## config.mk

```make
export PLATFORM = sky130hd
export DESIGN_NAME = score_keeper
export DESIGN_NICKNAME = d
export VERILOG_FILES = /design/src/rtl/score_keeper.sv
export SDC_FILE = /design/constraint.sdc
export NUM_CORES = 1
export LEC_CHECK = 0
export CAP_MARGIN = 20
export CORE_ASPECT_RATIO = 1.4
export CORE_MARGIN = 2
export CORE_UTILIZATION = 33
export CTS_BUF_LIST = sky130_fd_sc_hd__clkbuf_16
export DETAILED_ROUTE_END_ITERATION = 8
export SLEW_MARGIN = 20
export SYNTH_ARGS = -nofsm -noshare
export SYNTH_HDL_FRONTEND = slang
export SYNTH_SLANG_ARGS = --single-unit
```

## constraint.sdc

```tcl
create_clock -name clk50M -period 2.4 [get_ports clk50M]
set_input_delay 0.48 -clock clk50M [delete_from_list [all_inputs] [get_ports clk50M]]
set_output_delay 0.48 -clock clk50M [all_outputs]
set_load 0.1 [all_outputs]
```

## src/rtl/score_keeper.sv

```systemverilog
// Score keeper for a two-player ball game.
//
// Counts misses reported once per video frame, applies a post-point holdoff,
// detects the winning score and drives a 4-digit multiplexed 7-segment display.
//
// Ports
//   clk50M      in   system clock
//   reset_n     in   asynchronous active-low reset
//   endofframe  in   frame level from graphics; rising edge is the frame tick
//   missed      in   ball touched a border (sampled on the frame tick)
//   ball_x      in   ball left edge; < 320 means player two scores
//   new_game    in   raw asynchronous push button
//   score_one   out  player one score
//   score_two   out  player two score
//   game_over   out  high while the game is finished
//   winner      out  0 = player one, 1 = player two (valid with game_over)
//   serve       out  one-cycle ball re-serve request
//   seg         out  active-low segments, seg[6]=g .. seg[0]=a
//   an          out  active-low digit anodes
module score_keeper #(
   parameter int unsigned WIN_SCORE      = 9,
   parameter int unsigned HOLDOFF_FRAMES = 30,
   parameter int unsigned REFRESH_DIV    = 50000
) (
   input  logic       clk50M,
   input  logic       reset_n,
   input  logic       endofframe,
   input  logic       missed,
   input  logic [9:0] ball_x,
   input  logic       new_game,
   output logic [3:0] score_one,
   output logic [3:0] score_two,
   output logic       game_over,
   output logic       winner,
   output logic       serve,
   output logic [6:0] seg,
   output logic [3:0] an
);

   localparam int unsigned HoldW = (HOLDOFF_FRAMES > 1) ? $clog2(HOLDOFF_FRAMES) : 1;
   localparam int unsigned RefW  = (REFRESH_DIV > 1) ? $clog2(REFRESH_DIV) : 1;
   localparam logic [HoldW-1:0] HoldLoad = HoldW'(HOLDOFF_FRAMES - 1);
   localparam logic [RefW-1:0]  RefLast  = RefW'(REFRESH_DIV - 1);
   localparam logic [3:0]       WinVal   = 4'(WIN_SCORE);

   typedef enum logic [1:0] {StPlay, StHoldoff, StGameOver} state_e;

   // Input conditioning
   logic eof_q;
   logic ng_meta_q, ng_sync_q, ng_prev_q;
   logic tick, ng_pulse;

   always_ff @(posedge clk50M or negedge reset_n) begin
      if (!reset_n) begin
         eof_q     <= 1'b0;
         ng_meta_q <= 1'b0;
         ng_sync_q <= 1'b0;
         ng_prev_q <= 1'b0;
      end else begin
         eof_q     <= endofframe;
         ng_meta_q <= new_game;
         ng_sync_q <= ng_meta_q;
         ng_prev_q <= ng_sync_q;
      end
   end

   assign tick     = endofframe & ~eof_q;
   assign ng_pulse = ng_sync_q & ~ng_prev_q;

   // Game FSM
   state_e           state_q;
   logic [3:0]       score_one_q, score_two_q;
   logic             game_over_q, winner_q, serve_q;
   logic [HoldW-1:0] hold_q;

   logic       scorer_two;
   logic [3:0] cur_score, new_score;

   always_comb begin
      scorer_two = (ball_x < 10'd320);
      cur_score  = scorer_two ? score_two_q : score_one_q;
      // Saturate so a score can never pass the winning value
      new_score  = (cur_score >= WinVal) ? WinVal : cur_score + 4'd1;
   end

   always_ff @(posedge clk50M or negedge reset_n) begin
      if (!reset_n) begin
         state_q     <= StPlay;
         score_one_q <= 4'd0;
         score_two_q <= 4'd0;
         game_over_q <= 1'b0;
         winner_q    <= 1'b0;
         serve_q     <= 1'b0;
         hold_q      <= '0;
      end else begin
         serve_q <= 1'b0;
         // New game wins over a coincident scoring tick
         if (ng_pulse) begin
            state_q     <= StPlay;
            score_one_q <= 4'd0;
            score_two_q <= 4'd0;
            game_over_q <= 1'b0;
            winner_q    <= 1'b0;
            serve_q     <= 1'b1;
            hold_q      <= '0;
         end else if (tick) begin
            case (state_q)
               StPlay: begin
                  if (missed) begin
                     if (scorer_two) score_two_q <= new_score;
                     else            score_one_q <= new_score;
                     if (new_score == WinVal) begin
                        state_q     <= StGameOver;
                        game_over_q <= 1'b1;
                        winner_q    <= scorer_two;
                     end else begin
                        state_q <= StHoldoff;
                        hold_q  <= HoldLoad;
                     end
                  end
               end
               StHoldoff: begin
                  if (hold_q == '0) begin
                     state_q <= StPlay;
                     serve_q <= 1'b1;
                  end else begin
                     hold_q <= hold_q - 1'b1;
                  end
               end
               StGameOver: ;
               default: state_q <= StPlay;
            endcase
         end
      end
   end

   assign score_one = score_one_q;
   assign score_two = score_two_q;
   assign game_over = game_over_q;
   assign winner    = winner_q;
   assign serve     = serve_q;

   // Display multiplexing
   logic [RefW-1:0] ref_q, ref_d;
   logic [1:0]      idx_q, idx_d;
   logic [6:0]      seg_q, seg_d;
   logic [3:0]      an_q, an_d;

   function automatic logic [6:0] enc(input logic [3:0] v);
      case (v)
         4'd0:    enc = 7'b1000000;
         4'd1:    enc = 7'b1111001;
         4'd2:    enc = 7'b0100100;
         4'd3:    enc = 7'b0110000;
         4'd4:    enc = 7'b0011001;
         4'd5:    enc = 7'b0010010;
         4'd6:    enc = 7'b0000010;
         4'd7:    enc = 7'b1111000;
         4'd8:    enc = 7'b0000000;
         4'd9:    enc = 7'b0010000;
         default: enc = 7'b1111111;
      endcase
   endfunction

   always_comb begin
      ref_d = ref_q + 1'b1;
      idx_d = idx_q;
      if (ref_q == RefLast) begin
         ref_d = '0;
         idx_d = idx_q + 2'd1;
      end
      // Decode from the next index so seg and an update on the same edge
      an_d = ~(4'b0001 << idx_d);
      case (idx_d)
         2'd3:    seg_d = enc(score_one_q);
         2'd0:    seg_d = enc(score_two_q);
         default: seg_d = game_over_q ? 7'b0111111 : 7'b1111111;
      endcase
   end

   always_ff @(posedge clk50M or negedge reset_n) begin
      if (!reset_n) begin
         ref_q <= '0;
         idx_q <= 2'd0;
         seg_q <= 7'b1000000;
         an_q  <= 4'b1110;
      end else begin
         ref_q <= ref_d;
         idx_q <= idx_d;
         seg_q <= seg_d;
         an_q  <= an_d;
      end
   end

   assign seg = seg_q;
   assign an  = an_q;

endmodule

```

==> results of run 1 <==
## report_power, final
part	internal, mW	leakage (nW)	switching (mW)
clock	0.485	0.0864	0.307
combinational	0.183	1.05	0.363
sequential	0.905	0.639	0.0407
## Yosys cell counts (2+ instances only)
master    number  share of area
clkbuf_1       3         0.0041
nand3_1        9          0.016
o21a_1         2         0.0054
nand4_1        4         0.0090
inv_1         16          0.022
a22o_1         2         0.0063
a21oi_1       27          0.049
o22ai_1        2         0.0045
nor4b_1        3         0.0095
and3_1         3         0.0068
or4_4          2         0.0081
xor2_1         9          0.028
dfstp_2        4          0.038
o21ai_0        7          0.013
o31ai_1        2         0.0054
a31oi_1        3         0.0068
dfrtp_1       47           0.42
nor2_1        25          0.034
or3_1          3         0.0068
xnor2_1        8          0.025
mux2i_1        4          0.014
buf_2          3         0.0054
ha_1          21          0.095
clkinv_1       2         0.0027
nand2_1       30          0.041
nand2b_1       5          0.011
o211ai_1       4          0.011
and4_1         2         0.0063
o221ai_1       3         0.0095
nor2b_1        7          0.016
## how the worst min path moves through the flow
stage | cells past startpoint | from | end | slack, ns
2_1_floorplan | 0 | reset_n | an[0] | 0.18
3_3_place_gp | 0 | ng_meta_q | ng_sync_q | 0.33
3_5_place_dp | 0 | ng_meta_q | ng_sync_q | 0.34
4_1_cts | 2 | reset_n | ref_q[5] | 0.19
5_1_grt | 2 | reset_n | ref_q[5] | 0.20
6_report | 2 | reset_n | ref_q[5] | 0.16
## registers in the layout (all words and copies together), names as in the netlist
| name | count |
|---|---|
| hold_q | 5 |
| score_two | 4 |
| an | 4 |
| game_over | 1 |
| score_one | 4 |
| winner | 1 |
| state_q | 2 |
| ng_prev_q | 1 |
| ref_q | 16 |
| ng_meta_q | 1 |
| serve | 1 |
| eof_q | 1 |
| seg | 7 |
| ng_sync_q | 1 |
| idx_q | 2 |
## layer usage
layer	track usage	share of wire
met1	0.176	0.43
met2	0.264	0.52
met3	0.0338	0.028
met4	0.0556	0.017
met5	0	0
## cell type report
class / count / area (µm²)
fillers: 750 / 4200
multi-input cells: 206 / 1670
flip-flops and latches: 51 / 1290
repair buffers: 80 / 628
well taps: 102 / 128
clock buffers: 5 / 125
inverters: 18 / 67.6
clock inverters: 3 / 37.5
## per-stage QoR
| stage | hold slack (ns) | power [mW] | instances |
|---|---|---|---|
| after floorplan | 0.184 | 1.31 | 281 |
| after global placement | 0.332 | 1.47 | 450 |
| after detailed placement | 0.336 | 1.48 | 450 |
| after CTS | 0.191 | 2.31 | 464 |
| after global routing | 0.203 | 2.40 | 465 |
| final | 0.165 | 2.28 | 465 |
## logic make-up after synthesis
group | share of synthesized area
and+or+nand+nor | 0.186
AOI/OAI and AO/OA | 0.157
DFF | 0.461
buffers and inverters | 0.0338
adders and majority gates | 0.0945
xor gates and xnor gates | 0.0536
muxes | 0.0144
## critical path, delay by kind of cell (launching register included)
kind	cells	cell delay (ns)
AND/OR/NAND/NOR	3	0.85
adder cells (fa/ha/maj)	2	0.36
XOR/XNOR	1	0.15
buffers and inverters	3	0.36
flip-flops	1	0.35
AO/OA/AOI/OAI	2	0.12
## timing repair
| item | 4_1_cts | 5_1_grt |
|---|---|---|
| pin swaps | 21 | 7 |
| setup buffers | 6 | 1 |
| endpoints found under the setup margin | 15 | 11 |
| gates resized for setup | 44 | 7 |
==> results.toml, run 1 <==
[global_route]
grt_pass1_wl_um = 10800
antenna_found_initial = 0
grt_max_degree = 52
overflow = 0
track_usage = 0.151
grt_pass1_vias = 2394

[yosys]
ys_ff_latch = 51
synth_cells = 281
ys.flop_type = "dfrtp_1"
synth_area_um2 = 2780
synth_edf_count = 0
synth_nets = 317
yosys_warnings = 0
synth_cell_types = 49
syn_avg_cell_area_um2 = 9.89
ys_seq_area_frac = 0.461
synthArstFlopShare = 1.00

[power_and_ir_drop]
p_leak_nw = 1.78
p_per_area_nw_per_um2 = 578
ir_drop_uv = 352

[timing]
rsz0062_at_grt = "true"
finalHoldViolations = 0
clock.fmax_mhz = 431
fin_skew_ns = 0.00608
slew_headroom = 0.665
worst_slew_pin_slew_ns = 0.497
setup_ws_ns = 0.0812
slew_viol_final = 0
finalSetupViolCount = 0
period_share = 0.966
fin_setup_tns_ns = 0
min_period_ns = 2.32

[clock_tree]
clock_latency_ns = 0.29
cts.htree.levels = 2
cts_tree = "done"
root_buffer = "clkbuf_16"
cts.sinks = 51
cts_buffers = 5
cts_hold_buf = 0
clockBufferDepth = 2
clkTransAtPathRegs_ns = 0.07

[cells_and_area]
fin_util = 0.485
fin_area_um2 = 3950
final_common_cell = "buf_4"
final_cell_mix = "buf_4 (70), dfrtp_1 (43), nand2_1 (27), a21oi_1 (24), nor2_1 (22)"
drive_gt1_frac = 0.350
areaGrowthSynthToFinish_pct = 42.0
finalNetCount = 398
diodes = 0

[route]
firstDrtPassIters = 4
ant_nets = 0
vias_per_cell = 4.99
drc = 0
wl_per_cell_um = 13.7
drtIter0Drc = 52
totalWireLength_um = 6360
dr_total_vias = 2320

[floorplan]
floorplan.initialDensity = 0.341
coreArea_um2 = 8150
row_count = 39
num_io_pins = 37
die_h_um = 113
die-area_um2 = 9190
die_x_um = 81.6

[place]
hpwlAfterDp_um = 4420
port_buffers = 30
gp_congestion = 0.806
pre_cts_slack_ns = -0.544
placed_cell_area_um2 = 3470

[critical_path]
crit_start = "ref_q[0]"
worstSetupEndpoint = "seg[3]"
crit_chain = "ha_1 > nand4_1 > nor4_4 > buf_4 > buf_6 > xor2_4 > inv_2 > ha_4 > o31ai_4 > a21oi_1 > or3_1"
r2r_cells = 11
startpoint_type = "flip-flop"
rrSetupSlack_ns = 0.08
end_kind = "flip-flop"
worstReg2RegStart = "ref_q[0]"
path_max_fanout = 3
critPathMaxStageDelay_ns = 0.39
slowest_stage = "or3_1"
reg2reg_to = "seg[3]"
crit_arrival_ns = 2.47
critPathKind = "flip-flop to flip-flop"
crit_required_ns = 2.55

[run_status]
status = "finished clean"

[worst_hold_path]
hold_path_class = "input port to asynchronous set/reset pin"

[run]
maxCapViolations = 0
No activity file was read; power rests on OpenSTA's default activity.
==> inputs of run 2 (changes only) <==
--- a/config.mk
+++ b/config.mk
@@ -11,6 +11,7 @@
 export CORE_UTILIZATION = 33
 export CTS_BUF_LIST = sky130_fd_sc_hd__clkbuf_16
 export DETAILED_ROUTE_END_ITERATION = 8
+export GPL_ROUTABILITY_DRIVEN = 0
 export SLEW_MARGIN = 20
 export SYNTH_ARGS = -nofsm -noshare
 export SYNTH_HDL_FRONTEND = slang
==> results of run 2 <==
The final DEF is identical to that of run 1; final timing and power are the same.
